===== config.mk =====
export PLATFORM = sky130hd
export DESIGN_NAME = operand_loader_flat
export DESIGN_NICKNAME = d
export VERILOG_FILES = /design/src/rtl/operand_loader_if.sv /design/src/rtl/operand_loader.sv /design/src/flat_wrapper.sv
export SDC_FILE = /design/constraint.sdc
export NUM_CORES = 1
export LEC_CHECK = 0
export CELL_PAD_IN_SITES_DETAIL_PLACEMENT = 0
export CELL_PAD_IN_SITES_GLOBAL_PLACEMENT = 1
export CORE_MARGIN = 2
export CORE_UTILIZATION = 31
export CTS_CLUSTER_DIAMETER = 60
export CTS_CLUSTER_SIZE = 30
export DETAILED_ROUTE_END_ITERATION = 8
export PLACE_DENSITY = 0.83
export SLEW_MARGIN = 20
export SYNTH_ARGS = -nofsm -noshare
export SYNTH_HDL_FRONTEND = slang
export SYNTH_SLANG_ARGS = --single-unit

===== constraint.sdc =====
create_clock -name clk -period 1.4 [get_ports clk]
set_input_delay 0.21 -clock clk [delete_from_list [all_inputs] [get_ports clk]]
set_output_delay 0.21 -clock clk [all_outputs]
set_load 0.05 [all_outputs]

===== src/rtl/operand_loader_if.sv =====
// operand_loader_if: key/switch inputs and latched operand outputs of the operand loader
// master: board side, drives key_n, sw_in, sw_mode and observes the latched operand set
// slave : loader side, samples the keys and switches and drives a, b, mode, cin, valid, state
interface operand_loader_if;
   logic [1:0] key_n;
   logic [3:0] sw_in;
   logic [1:0] sw_mode;
   logic [3:0] a;
   logic [3:0] b;
   logic [1:0] mode;
   logic       cin;
   logic       valid;
   logic [1:0] state;
   modport master (output key_n, sw_in, sw_mode, input a, b, mode, cin, valid, state);
   modport slave (input key_n, sw_in, sw_mode, output a, b, mode, cin, valid, state);
endinterface


===== src/rtl/operand_loader.sv =====
// operand_loader: sequences pushbutton entry of operands A, B, operation select and carry-in
// clk, rst : clock and asynchronous active-high reset
// bus      : slave side of operand_loader_if; key_n[0]=enter, key_n[1]=clear (active-low),
//            sw_in/sw_mode switches in; registered a, b, mode, cin, valid, state out
// LOADER_DEBOUNCE_EN: when defined each key is debounced over DB_CYCLES cycles;
//            otherwise the press event comes straight from the synchronized key level
module operand_loader #(
   parameter int DB_CYCLES = 1000000,
   parameter int DB_W = 20
) (
   input logic clk,
   input logic rst,
   operand_loader_if.slave bus
);
   typedef enum logic [1:0] {LOAD_A = 2'b00, LOAD_B = 2'b01, LOAD_OP = 2'b10, RUN = 2'b11} state_t;
   state_t st;
   logic [1:0] s1, s2, lvl, lvl_q, press;
   logic [3:0] a, b;
   logic [1:0] mode;
   logic cin, valid;
   always_ff @(posedge clk or posedge rst)
      if (rst) begin
         s1 <= 2'b11;
         s2 <= 2'b11;
      end else begin
         s1 <= bus.key_n;
         s2 <= s1;
      end
`ifdef LOADER_DEBOUNCE_EN
   for (genvar k = 0; k < 2; k++) begin : g_db
      logic [DB_W-1:0] cnt;
      logic d;
      always_ff @(posedge clk or posedge rst)
         if (rst) begin
            cnt <= '0;
            d <= 1'b1;
         end else if (s2[k] == d) cnt <= '0;
         else if (cnt == DB_W'(DB_CYCLES - 1)) begin
            cnt <= '0;
            d <= s2[k];
         end else cnt <= cnt + 1'b1;
      assign lvl[k] = d;
   end
`else
   logic unused_db;
   assign unused_db = ^{32'(DB_CYCLES), 32'(DB_W)};
   assign lvl = s2;
`endif
   always_ff @(posedge clk or posedge rst)
      if (rst) lvl_q <= 2'b11;
      else lvl_q <= lvl;
   // one pulse per debounced falling edge; releases are ignored
   assign press = lvl_q & ~lvl;
   // clear is checked first so a simultaneous enter is dropped
   always_ff @(posedge clk or posedge rst)
      if (rst) begin
         st <= LOAD_A;
         a <= '0;
         b <= '0;
         mode <= '0;
         cin <= 1'b0;
         valid <= 1'b0;
      end else if (press[1]) begin
         st <= LOAD_A;
         a <= '0;
         b <= '0;
         mode <= '0;
         cin <= 1'b0;
         valid <= 1'b0;
      end else if (press[0])
         case (st)
            LOAD_A: begin
               a <= bus.sw_in;
               st <= LOAD_B;
            end
            LOAD_B: begin
               b <= bus.sw_in;
               st <= LOAD_OP;
            end
            LOAD_OP: begin
               // the downstream mux has only three inputs, so 11 folds to ripple add
               mode <= (&bus.sw_mode) ? 2'b00 : bus.sw_mode;
               cin <= bus.sw_in[0];
               valid <= 1'b1;
               st <= RUN;
            end
            default: begin
               valid <= 1'b0;
               st <= LOAD_A;
            end
         endcase
   assign bus.a = a;
   assign bus.b = b;
   assign bus.mode = mode;
   assign bus.cin = cin;
   assign bus.valid = valid;
   assign bus.state = st;
endmodule


===== src/flat_wrapper.sv =====
// flat-port wrapper written by rule: the top's interface ports become plain ports
module operand_loader_flat 
#(
   parameter int DB_CYCLES = 1000000,
   parameter int DB_W = 20
)
  (clk, rst, bus_key_n, bus_sw_in, bus_sw_mode, bus_a, bus_b, bus_mode, bus_cin, bus_valid, bus_state);
  operand_loader_if bus_i ();
  input logic clk;
  input logic rst;
  input wire logic [$bits(bus_i.key_n)-1:0] bus_key_n;
  input wire logic [$bits(bus_i.sw_in)-1:0] bus_sw_in;
  input wire logic [$bits(bus_i.sw_mode)-1:0] bus_sw_mode;
  output wire logic [$bits(bus_i.a)-1:0] bus_a;
  output wire logic [$bits(bus_i.b)-1:0] bus_b;
  output wire logic [$bits(bus_i.mode)-1:0] bus_mode;
  output wire logic [$bits(bus_i.cin)-1:0] bus_cin;
  output wire logic [$bits(bus_i.valid)-1:0] bus_valid;
  output wire logic [$bits(bus_i.state)-1:0] bus_state;
  assign bus_i.key_n = bus_key_n;
  assign bus_i.sw_in = bus_sw_in;
  assign bus_i.sw_mode = bus_sw_mode;
  assign bus_a = bus_i.a;
  assign bus_b = bus_i.b;
  assign bus_mode = bus_i.mode;
  assign bus_cin = bus_i.cin;
  assign bus_valid = bus_i.valid;
  assign bus_state = bus_i.state;
  operand_loader #(.DB_CYCLES(DB_CYCLES), .DB_W(DB_W)) u_core (.clk(clk), .rst(rst), .bus(bus_i));
endmodule

==> reports/summary.log, run 1 <==
INFO  outcome        outcome=finished, final reports clean
INFO  setup_path     setup.worst_path.end_class=register
INFO  setup_path     reg2regPathDepth=5
INFO  floorplan      dieArea=3030µm²
INFO  detailed_routing via_per_inst=4.67
INFO  setup_path     crit_path_start_kind=register
INFO  detailed_routing detailroute.via_count=616
INFO  grt            grt-ovfl-total=0
INFO  detailed_routing met1_length=661µm
INFO  layout         share_of_cells_above_drive_strength_1=0.382
INFO  layout         antenna_cells=0
INFO  floorplan      rows=18
INFO  detailed_routing drt_iter0_drc=5
INFO  power          power.density_cell_area=1320nW/µm²
INFO  sta            report.final.slew_viol_count=0
INFO  grt            grt_start_max_net_pins=21
INFO  grt            number_of_antenna_violations_at_the_first_check_in_global_routing=0
INFO  floorplan      top_level_ports=24
INFO  power          p_leak=0.578nW
INFO  setup_path     data_arrival_time_of_the_critical_path=1.57ns
INFO  sta            timing.clock.skew=0.00699ns
INFO  detailed_routing detail_route.wirelength=1.55mm
INFO  setup_path     rr_endpoint=u_core.bus.mode[0]
INFO  sta            setup_viol=0
INFO  placement      portBuffers=23
INFO  detailed_routing route.detailed.drc=0
INFO  synth          synth-seq-area-share=0.629
INFO  layout         layout_commonest_cell=sky130_fd_sc_hd__buf_12
INFO  sta            rsz0062_at_grt=true
INFO  floorplan      die_w=55.0µm
INFO  clock_network  clkTransAtPathRegs=0.12ns
INFO  grt            gr-usage-all-layers=0.122
INFO  sta            final.min_clock_period=1.33ns
INFO  synth          post_synth.cell_area_avg=11.5µm²
INFO  setup_path     cp.buffers_inverters=1
INFO  layout         final_net_count=116
INFO  detailed_routing drtAntennaViolNets=0
INFO  setup_path     path_delay_family=simple AND/OR/NAND/NOR gates
INFO  sta            timing.final.crit_share=0.953
INFO  floorplan      dieHeight=55.0µm
INFO  clock_network  cts_tree=built
INFO  synth          synthesis.instances=70
INFO  synth          netlist_area=807µm²
INFO  power          power.ir.vdd_worst=631µV
INFO  floorplan      coreArea=2480µm²
INFO  sta            hold_viol=0
INFO  sta            timing.fmax=749MHz
INFO  placement      dp_worst_setup_slack=0.0280ns
INFO  setup_path     r2r_slack=0.07ns
INFO  setup_path     critical_path.max_fanout=6
INFO  clock_network  tritoncts.num_buffers=3
INFO  floorplan      floorplan.initialDensity=0.326
INFO  placement      hpwl=1.20mm
INFO  synth          synth_nets=83
INFO  clock_network  cts_sinks=20
INFO  setup_path     worstPathRequired=1.64ns
INFO  detailed_routing met3_length=134µm
INFO  grt            grt_pass1_wl=2.50mm
INFO  layout         final.fill_count=219
INFO  grt            via_count_of_the_first_global_routing_pass=585
INFO  sta            worst_slew_pin_slew=0.295ns
INFO  clock_network  clock_insertion_delay_at_the_later_pin_of_the_skew_report=0.30ns
INFO  layout         mostFrequentLayoutCells=sky130_fd_sc_hd__buf_12, sky130_fd_sc_hd__dfrtp_1, sky130_fd_sc_hd__nand3_1, sky130_fd_sc_hd__o21ai_0, sky130_fd_sc_hd__clkdlybuf4s50_1
INFO  setup_path     timing.critical_path.cells=inv_2, ha_4, nand3b_4, or3b_1, a21oi_1
INFO  layout         finalCoreUtilization=0.538
INFO  setup_path     critPathKind=reg -> reg
INFO  clock_network  clock_path_buffers=2
INFO  synth          ys_seq_elements=20
INFO  synth          ys_warn_count=0
INFO  setup_path     path_depth=5
INFO  min_path       worstHoldPathType=in -> async
INFO  clock_network  clk_root_buffer_cell=sky130_fd_sc_hd__clkbuf_4
INFO  detailed_routing route.detailed.wl_per_inst=11.7µm
INFO  clock_network  cts-hold-fix-buffers=0
INFO  setup_path     slowest_delay=0.45ns
INFO  detailed_routing drtPass1Iterations=3
INFO  detailed_routing top_layer=met4
INFO  detailed_routing met2WireLength=729µm
INFO  setup_path     worst_setup_startpoint=u_core.bus.state[0]
INFO  setup_path     cpMaxStageDelayCell=sky130_fd_sc_hd__dfrtp_2
INFO  synth          synth.lib_cells_used.distinct=18
INFO  job            drv_cap=0
INFO  placement      routabilityCongestion=0.670
INFO  layout         area_delta_synth_final=65.3%
INFO  clock_network  cts-htree-levels=1
INFO  sta            slew_headroom=0.803
INFO  sta            setup_slack=0.0657ns
INFO  setup_path     rr_startpoint=u_core.bus.state[0]
INFO  setup_path     timing.critical_path.to=u_core.bus.mode[0]
==> stage by stage <==
| step | hold slack, ns | cells | total power, mW | instance area, µm² | setup TNS, ns |
|---|---|---|---|---|---|
| finish | 0.208 | 132 | 1.76 | 1330 | 0 |
| detailed placement | 0.352 | 126 | 1.28 | 1260 | 0 |
| CTS | 0.206 | 130 | 1.76 | 1310 | 0 |
| global placement | 0.345 | 126 | 1.27 | 1260 | 0 |
| floorplan | 0.169 | 70 | 0.984 | 828 | -0.0229 |
| global route | 0.250 | 132 | 1.85 | 1330 | -0.0427 |
==> registers in the layout (all words and copies together), names as in the netlist <==
signal / flops
u_core.lvl: 2
u_core.bus.state: 2
u_core.bus.cin: 1
u_core.bus.mode: 2
u_core.lvl_q: 2
u_core.bus.a: 4
u_core.bus.valid: 1
u_core.bus.b: 4
u_core.s1: 2
==> per-layer routing <==
layer,global-route usage,vias up
met5,0,-
met4,0.0610,0
met3,0.0430,4
met2,0.200,22
met1,0.140,278
li1,-,312
==> power by group <==
| group | leakage, nW | internal [mW] | switching [mW] | total, mW |
|---|---|---|---|---|
| registers | 0.249 | 0.643 | 0.0631 | 0.706 |
| logic | 0.301 | 0.287 | 0.297 | 0.584 |
| clock network | 0.0279 | 0.289 | 0.181 | 0.471 |
| total | 0.578 | 1.22 | 0.541 | 1.76 |
==> cell usage after synthesis, drive strengths merged <==
cell type | instances | area, µm²
buf | 1 | 5.00
a211oi | 1 | 7.51
a21oi | 2 | 10.0
o21ai | 10 | 50.1
or3b | 2 | 17.5
dfrtp | 14 | 350
nand2b | 1 | 6.26
ha | 3 | 37.5
mux2i | 1 | 10.0
nand2 | 7 | 26.3
nor2 | 3 | 11.3
nand3 | 10 | 50.1
nor2b | 2 | 12.5
dfstp | 6 | 158
inv | 3 | 11.3
nor4b | 1 | 8.76
nand3b | 3 | 35.0
==> final cells by class <==
| type | count | area [µm²] | share of cell area |
|---|---|---|---|
| Clock inverter | 1 | 30.0 | 0.0225 |
| Inverter | 3 | 11.3 | 0.00844 |
| Clock buffer | 3 | 22.5 | 0.0169 |
| Sequential cell | 20 | 510 | 0.383 |
| Timing Repair Buffer | 29 | 415 | 0.311 |
| Tap cell | 30 | 37.5 | 0.0281 |
| Multi-Input combinational cell | 46 | 307 | 0.230 |
==> repair_timing <==
item / 4_1_cts / 5_1_grt
endpoints found under the setup margin: 0 / 9
buffers inserted: 0 / 2
gates resized for setup: 0 / 3
==> worst min path at each step <==
stage                            start                  to
final                              rst  u_core.bus.mode[1]
after global placement    u_core.s1[1]       u_core.lvl[1]
after CTS                          rst  u_core.bus.mode[1]
after detailed placement  u_core.s1[0]       u_core.lvl[0]
after floorplan                    rst     u_core.bus.a[0]
after global routing               rst  u_core.bus.mode[0]
==> cells by family (layout without fill, tap and decap cells) <==
group	Yosys count	after routing	synth area share
simple gates	29	29	0.208
flops	20	20	0.629
mux	1	1	0.0124
buf+inv	4	36	0.0201
fa+ha+maj	3	3	0.0465
compound gates	13	13	0.0837
==> worst reg2reg max path, delay by kind of cell (launching register included) <==
family,cells,cell delay [ns]
adders and majority gates,1,0.14
AOI/OAI and AO/OA,1,0.13
buffers and inverters,1,0.08
DFF,1,0.45
and+or+nand+nor,2,0.48
Power figures use the tool's default switching activity.
==> inputs of run 2 (changes only) <==
--- a/config.mk
+++ b/config.mk
@@ -7,10 +7,9 @@
 export LEC_CHECK = 0
 export CELL_PAD_IN_SITES_DETAIL_PLACEMENT = 0
 export CELL_PAD_IN_SITES_GLOBAL_PLACEMENT = 1
-export CORE_MARGIN = 2
+export CORE_MARGIN = 3
 export CORE_UTILIZATION = 31
 export CTS_CLUSTER_DIAMETER = 60
-export CTS_CLUSTER_SIZE = 30
 export DETAILED_ROUTE_END_ITERATION = 8
 export PLACE_DENSITY = 0.83
 export SLEW_MARGIN = 20
==> run 2 against run 1 <==
Effect of this change:
- utilization increased by 3.0 points
- cell area decreased by 0.28%
- combinational power increased by 3.8%
- clock power decreased by 41%
- flip-flop and latch count unchanged
- sequential power decreased by 0.7%
- clock-buffer cell count increased by 1
- cell count decreased by 0.76%
- largest power group unchanged
==> reports/summary.log, run 2 (synthesis results as in run 1) <==
INFO  clock_network  tritoncts.num_buffers=3 [unchanged]
INFO  sta            worst_slew_pin_slew=0.365ns [+0.0700 ns]
INFO  layout         final_net_count=117 [+0.86%]
INFO  layout         reg.largest.list=u_core.bus.a (4), u_core.bus.b (4)
INFO  job            drv_cap=0 [unchanged]
INFO  grt            via_count_of_the_first_global_routing_pass=620 [+6.0%]
INFO  setup_path     reg2regPathDepth=5 [unchanged]
INFO  detailed_routing drtAntennaViolNets=0 [unchanged]
INFO  sta            final.min_clock_period=1.34ns [+0.00170 ns]
INFO  floorplan      floorplan.initialDensity=0.345 [+0.0192]
INFO  detailed_routing detail_route.wirelength=1.64mm [+5.9%]
INFO  setup_path     critical_path.max_fanout=4 [-2]
INFO  clock_network  cts-htree-levels=1 [unchanged]
INFO  setup_path     worstPathRequired=1.63ns [about the same]
INFO  detailed_routing detailroute.via_count=625 [+1.5%]
INFO  layout         share_of_cells_above_drive_strength_1=0.388 [+0.00600]
INFO  detailed_routing route.detailed.drc=0 [unchanged]
INFO  power          p_leak=0.572nW [-1.1%]
INFO  sta            slew_headroom=0.756 [-0.0467]
INFO  detailed_routing via_per_inst=4.77 [+2.2%]
INFO  floorplan      rows=17 [-1]
INFO  setup_path     setup.worst_path.end_class=register
INFO  grt            number_of_antenna_violations_at_the_first_check_in_global_routing=0 [unchanged]
INFO  sta            setup_viol=0 [unchanged]
INFO  sta            timing.final.crit_share=0.954 [+0.00121]
INFO  placement      routabilityCongestion=0.675 [+0.75%]
INFO  floorplan      dieArea=3250µm² [+7.4%]
INFO  power          power.density_cell_area=1190nW/µm² [-9.9%]
INFO  floorplan      coreArea=2340µm² [-5.6%]
INFO  sta            timing.fmax=749MHz [-0.13%]
INFO  layout         finalCoreUtilization=0.568 [+0.0301]
INFO  floorplan      top_level_ports=24 [unchanged]
INFO  layout         area_delta_synth_final=64.8%
INFO  sta            finalSetupTns=0ns [unchanged]
INFO  clock_network  cts_sinks=20 [unchanged]
INFO  clock_network  cts_tree=built
INFO  grt            grt_pass1_wl=2.71mm [+8.3%]
INFO  grt            grt-ovfl-total=0 [unchanged]
INFO  setup_path     crit_path_start_kind=register
INFO  min_path       worstHoldPathType=in -> async
INFO  clock_network  clock_insertion_delay_at_the_later_pin_of_the_skew_report=0.29ns [about the same]
INFO  detailed_routing drtPass1Iterations=4 [+1]
INFO  layout         mostFrequentLayoutCells=sky130_fd_sc_hd__buf_12, sky130_fd_sc_hd__dfrtp_1, sky130_fd_sc_hd__nand3_1
INFO  floorplan      die_w=57.0µm [+3.6%]
INFO  layout         antenna_cells=0 [unchanged]
INFO  placement      portBuffers=23 [unchanged]
INFO  power          power.ir.vdd_worst=800µV [+27%]
INFO  sta            timing.clock.skew=0.00195ns [-0.00503 ns]
INFO  outcome        outcome=finished, final reports clean
INFO  floorplan      dieHeight=57.0µm [+3.6%]
INFO  sta            hold_viol=0 [unchanged]
INFO  detailed_routing route.detailed.wl_per_inst=12.5µm [+6.8%]
INFO  layout         layout_commonest_cell=sky130_fd_sc_hd__buf_12
INFO  clock_network  clk_root_buffer_cell=sky130_fd_sc_hd__clkbuf_4
INFO  grt            gr-usage-all-layers=0.109 [-0.0125]
INFO  setup_path     critPathKind=reg -> reg
INFO  detailed_routing drt_iter0_drc=9 [+4]
INFO  clock_network  clock_path_buffers=2 [unchanged]
INFO  setup_path     data_arrival_time_of_the_critical_path=1.57ns [about the same]
INFO  clock_network  clkTransAtPathRegs=0.10ns [-0.02 ns]
INFO  placement      hpwl=1.24mm [+3.9%]
INFO  sta            report.final.slew_viol_count=0 [unchanged]
INFO  grt            grt_start_max_net_pins=21 [unchanged]
## run 2: stage by stage
step / hold WS, ns / total power, mW / instance area (µm²) / cells / setup slack (ns)
after floorplan: 0.169 / 0.984 / 828 / 70 / -0.0229
after global placement: 0.346 / 1.27 / 1250 / 123 / 0.0976
after detailed placement: 0.349 / 1.28 / 1250 / 123 / 0.0534
after CTS: 0.234 / 1.56 / 1280 / 127 / 0.0344
after global routing: 0.248 / 1.67 / 1330 / 131 / -0.00719
final: 0.234 / 1.58 / 1330 / 131 / 0.0640
## run 2: final timing paths
check                               startpoint                  to  slack (ns)
max                        u_core.bus.state[1]  u_core.bus.mode[0]        0.06
min                                        rst  u_core.bus.mode[0]        0.23
max reg2reg                u_core.bus.state[1]  u_core.bus.mode[0]        0.06
min reg2reg                       u_core.s1[1]       u_core.lvl[1]        0.36
max in group asynchronous                  rst       u_core.lvl[0]        0.90
min in group clk                  bus_key_n[0]        u_core.s1[0]        0.31
## run 2: report_power, final
| part | switching, mW | internal, mW | total (mW) |
|---|---|---|---|
| clock network | 0.165 | 0.111 | 0.276 |
| registers | 0.0581 | 0.643 | 0.701 |
| logic | 0.308 | 0.298 | 0.606 |
| total | 0.531 | 1.05 | 1.58 |
## run 2: area by class of cell
class	instances	area (µm²)
well taps	28	35.0
fillers	207	1010
inverters	3	11.3
repair buffers	30	427
flip-flops and latches	20	510
multi-input cells	46	320
clock buffers	4	26.3
## run 2: worst max-delay path: stages (launching register included)
cell                       delay (ns)
sky130_fd_sc_hd__dfrtp_2         0.40
sky130_fd_sc_hd__buf_4           0.12
sky130_fd_sc_hd__ha_4            0.15
sky130_fd_sc_hd__nand3b_4        0.09
sky130_fd_sc_hd__or3b_1          0.37
sky130_fd_sc_hd__a21oi_2         0.14
## run 2: what timing repair did
item / in CTS / in global routing
endpoints found under the setup margin: 0 / 11
gates resized for setup: 0 / 7
setup buffers: 0 / 4
hold buffers: 0 / 0
## run 2: per-layer routing
layer	routed length [µm]	up-vias	GRT usage	share of wire
met5	0	-	0	0
met2	795	24	0.191	0.48
met3	134	4	0.0430	0.082
met4	32	0	0.0596	0.020
met1	677	288	0.111	0.41
li1	-	309	-	-
==> inputs of run 3 (changes only) <==
--- a/config.mk
+++ b/config.mk
@@ -7,12 +7,12 @@
 export LEC_CHECK = 0
 export CELL_PAD_IN_SITES_DETAIL_PLACEMENT = 0
 export CELL_PAD_IN_SITES_GLOBAL_PLACEMENT = 1
+export CORE_ASPECT_RATIO = 0.75
 export CORE_MARGIN = 3
-export CORE_UTILIZATION = 31
+export CORE_UTILIZATION = 34
 export CTS_CLUSTER_DIAMETER = 60
 export DETAILED_ROUTE_END_ITERATION = 8
-export PLACE_DENSITY = 0.83
-export SLEW_MARGIN = 20
+export PLACE_DENSITY = 0.86
 export SYNTH_ARGS = -nofsm -noshare
 export SYNTH_HDL_FRONTEND = slang
 export SYNTH_SLANG_ARGS = --single-unit
==> constraint.sdc (replaced) <==
create_clock -name clk -period 1.3 [get_ports clk]
set_input_delay 0.195 -clock clk [delete_from_list [all_inputs] [get_ports clk]]
set_output_delay 0.195 -clock clk [all_outputs]
set_load 0.05 [all_outputs]
==> run 3 against run 2 <==
Effect of this change:
- the run now ends with setup timing left
- combinational power increased by 12%
- clock-buffer cell count unchanged
- register-to-register slack worse by 0.08 ns
- non-clock buffer count stayed put
- clock skew increased by 0.0011 ns
- first-iteration DRC count rose by 11%
- flip-flop and latch count stayed put
- utilization is 7.7 points higher
- largest power group unchanged
==> reports/summary.log, run 3 (synthesis results as in run 1) <==
INFO  sta            hold_viol=0 [unchanged]
INFO  power          power.ir.vdd_worst=632µV [-21%]
INFO  detailed_routing drt_iter0_drc=10 [+1]
INFO  job            drv_cap=0 [unchanged]
INFO  clock_network  cts_sinks=20 [unchanged]
INFO  clock_network  clock_insertion_delay_at_the_later_pin_of_the_skew_report=0.30ns [about the same]
INFO  placement      routabilityCongestion=0.691 [+2.3%]
INFO  outcome        violations=setup timing
INFO  sta            setup_slack=-0.0149ns [-0.0789 ns]
INFO  layout         reg.largest.list=u_core.bus.a (4), u_core.bus.b (4)
INFO  clock_network  cts_tree=built
INFO  sta            timing.fmax=761MHz [+1.6%]
INFO  layout         area_delta_synth_final=69.6%
INFO  power          power_frac_comb=0.380 [-0.003]
INFO  setup_path     r2r_slack=-0.01ns [-0.08 ns]
INFO  clock_network  clk_root_buffer_cell=sky130_fd_sc_hd__clkbuf_4
INFO  placement      portBuffers=23 [unchanged]
INFO  power          clock_network_power_share=0.195 [+0.021]
INFO  placement      dp_worst_setup_slack=-0.00798ns [-0.0614 ns]
INFO  grt            number_of_antenna_violations_at_the_first_check_in_global_routing=0 [unchanged]
INFO  layout         finalCoreUtilization=0.646 [+0.0774]
INFO  sta            final.min_clock_period=1.31ns [-0.0211 ns]
INFO  min_path       worstHoldPathType=in -> async
INFO  floorplan      die_w=62.3µm [+9.2%]
INFO  grt            grt_start_max_net_pins=21 [unchanged]
INFO  detailed_routing drtAntennaViolNets=0 [unchanged]
INFO  power          p_switching=0.586mW [+10%]
INFO  layout         antenna_cells=0 [unchanged]
INFO  detailed_routing via_per_inst=4.72 [-1.1%]
INFO  grt            gr-usage-all-layers=0.123 [+0.0140]
INFO  detailed_routing detailroute.via_count=637 [+1.9%]
INFO  setup_path     setup.worst_path.end_class=register
INFO  grt            via_count_of_the_first_global_routing_pass=591 [-4.7%]
INFO  floorplan      floorplan.initialDensity=0.381 [+0.0358]
INFO  sta            rsz0062_at_grt=true
INFO  setup_path     crit_path_start_kind=register
INFO  placement      dpl.cell_count=129 [+4.9%]
INFO  setup_path     critPathKind=reg -> reg
INFO  sta            slew_headroom=0.708 [-0.0486]
INFO  floorplan      coreArea=2120µm² [-9.4%]
INFO  layout         final.fill_count=170 [-18%]
INFO  detailed_routing drtPass1Iterations=4 [unchanged]
INFO  power          power.share.switching=0.328 [-0.00773]
INFO  clock_network  clkTransAtPathRegs=0.10ns [about the same]
INFO  floorplan      top_level_ports=24 [unchanged]
INFO  sta            timing.clock.skew=0.00308ns [+0.00113 ns]
INFO  clock_network  cts-hold-fix-buffers=0 [unchanged]
INFO  floorplan      rows=14 [-3]
INFO  setup_path     critical_path.max_fanout=3 [-1]
INFO  detailed_routing route.detailed.wl_per_inst=13.0µm [+4.1%]
INFO  layout         multi_input_area=329µm² [+2.7%]
INFO  floorplan      dieHeight=48.2µm [-15%]
INFO  layout         sequential_cell_area=510µm² [unchanged]
INFO  layout         share_of_cells_above_drive_strength_1=0.427 [+0.0388]
INFO  grt            grt-ovfl-total=0 [unchanged]
INFO  layout         layout_commonest_cell=sky130_fd_sc_hd__buf_12
INFO  floorplan      dieArea=3000µm² [-7.7%]
INFO  clock_network  clock_path_buffers=2 [unchanged]
INFO  sta            setup_viol=2 [+2]
INFO  power          power.density_cell_area=1310nW/µm² [+9.7%]
INFO  detailed_routing detail_route.wirelength=1.76mm [+7.3%]
INFO  sta            report.final.slew_viol_count=0 [unchanged]
INFO  clock_network  tritoncts.num_buffers=3 [unchanged]
INFO  grt            grt_pass1_wl=2.71mm [unchanged]
INFO  layout         finalNonFillerCells=135 [+3.1%]
INFO  power          pwr-share-seq=0.425 [-0.018]
INFO  detailed_routing route.detailed.drc=0 [unchanged]
INFO  clock_network  cts-htree-levels=1 [unchanged]
INFO  placement      hpwl=1.33mm [+7.3%]
INFO  power          p_int=1.20mW [+14%]
INFO  sta            timing.final.crit_share=1.01 [+0.0572]
INFO  setup_path     data_arrival_time_of_the_critical_path=1.55ns [-0.02 ns]
INFO  power          p_leak=0.587nW [+2.6%]
INFO  layout         final_net_count=117 [unchanged]
INFO  sta            finalSetupTns=-0.0197ns [-0.0197 ns]
INFO  outcome        outcome=finished with violations
INFO  setup_path     worstPathRequired=1.54ns [-0.09 ns]
INFO  layout         mostFrequentLayoutCells=sky130_fd_sc_hd__buf_12, sky130_fd_sc_hd__dfrtp_1, sky130_fd_sc_hd__nand3_1
INFO  sta            worst_slew_pin_slew=0.437ns [+0.0727 ns]
-- run 3: per-stage QoR --
step / area (µm²) / total power [mW] / hold WS (ns)
3_5_place_dp: 1280 / 1.40 / 0.347
2_1_floorplan: 828 / 1.06 / 0.154
3_3_place_gp: 1280 / 1.39 / 0.350
6_report: 1370 / 1.79 / 0.215
4_1_cts: 1330 / 1.76 / 0.212
5_1_grt: 1370 / 1.88 / 0.218
-- run 3: path summary, 6_finish.rpt --
check                                         start            endpoint  cells past startpoint
worst max-delay path            u_core.bus.state[0]  u_core.bus.mode[0]                      5
worst max register to register  u_core.bus.state[0]  u_core.bus.mode[0]                      5
max in group asynchronous                       rst        u_core.s1[0]                      3
worst min-delay path                            rst    u_core.bus.valid                      3
worst min register to register         u_core.s1[0]       u_core.lvl[0]                      0
min in group clk                       bus_key_n[1]        u_core.s1[1]                      1
-- run 3: power groups by stage --
stage / logic (mW) / registers (mW) / clock network (mW)
final: 0.680 / 0.759 / 0.348
after global routing: 0.722 / 0.767 / 0.388
after CTS: 0.639 / 0.759 / 0.362
after detailed placement: 0.633 / 0.769 / 0
after global placement: 0.625 / 0.765 / 0
after floorplan: 0.135 / 0.924 / 0
-- run 3: area by class of cell --
class | count | area share
multi-input combinational | 46 | 0.240
tap | 32 | 0.0293
sequential | 20 | 0.373
clock buffer | 4 | 0.0265
inverter | 3 | 0.0101
timing repair buffer | 30 | 0.321
-- run 3: worst max-delay path, cell delays in order (launching register included) --
cell	delay (ns)
sky130_fd_sc_hd__dfrtp_2	0.45
sky130_fd_sc_hd__inv_4	0.08
sky130_fd_sc_hd__ha_4	0.15
sky130_fd_sc_hd__nand3b_4	0.08
sky130_fd_sc_hd__or3b_4	0.38
sky130_fd_sc_hd__a21oi_2	0.12
-- run 3: layer usage --
layer | GRT usage | up-vias | part of all wire
met2 | 0.188 | 16 | 0.46
li1 | - | 307 | -
met4 | 0.0526 | 0 | 0.0097
met1 | 0.153 | 310 | 0.47
met5 | 0 | - | 0
met3 | 0.0622 | 4 | 0.066
-- run 3: what timing repair did --
action                                 4_1_cts  5_1_grt
gates resized for setup                      1       13
setup buffers                                1        2
pin swaps                                    3        9
endpoints found under the hold margin        0        0
setup endpoints to repair                    6       12
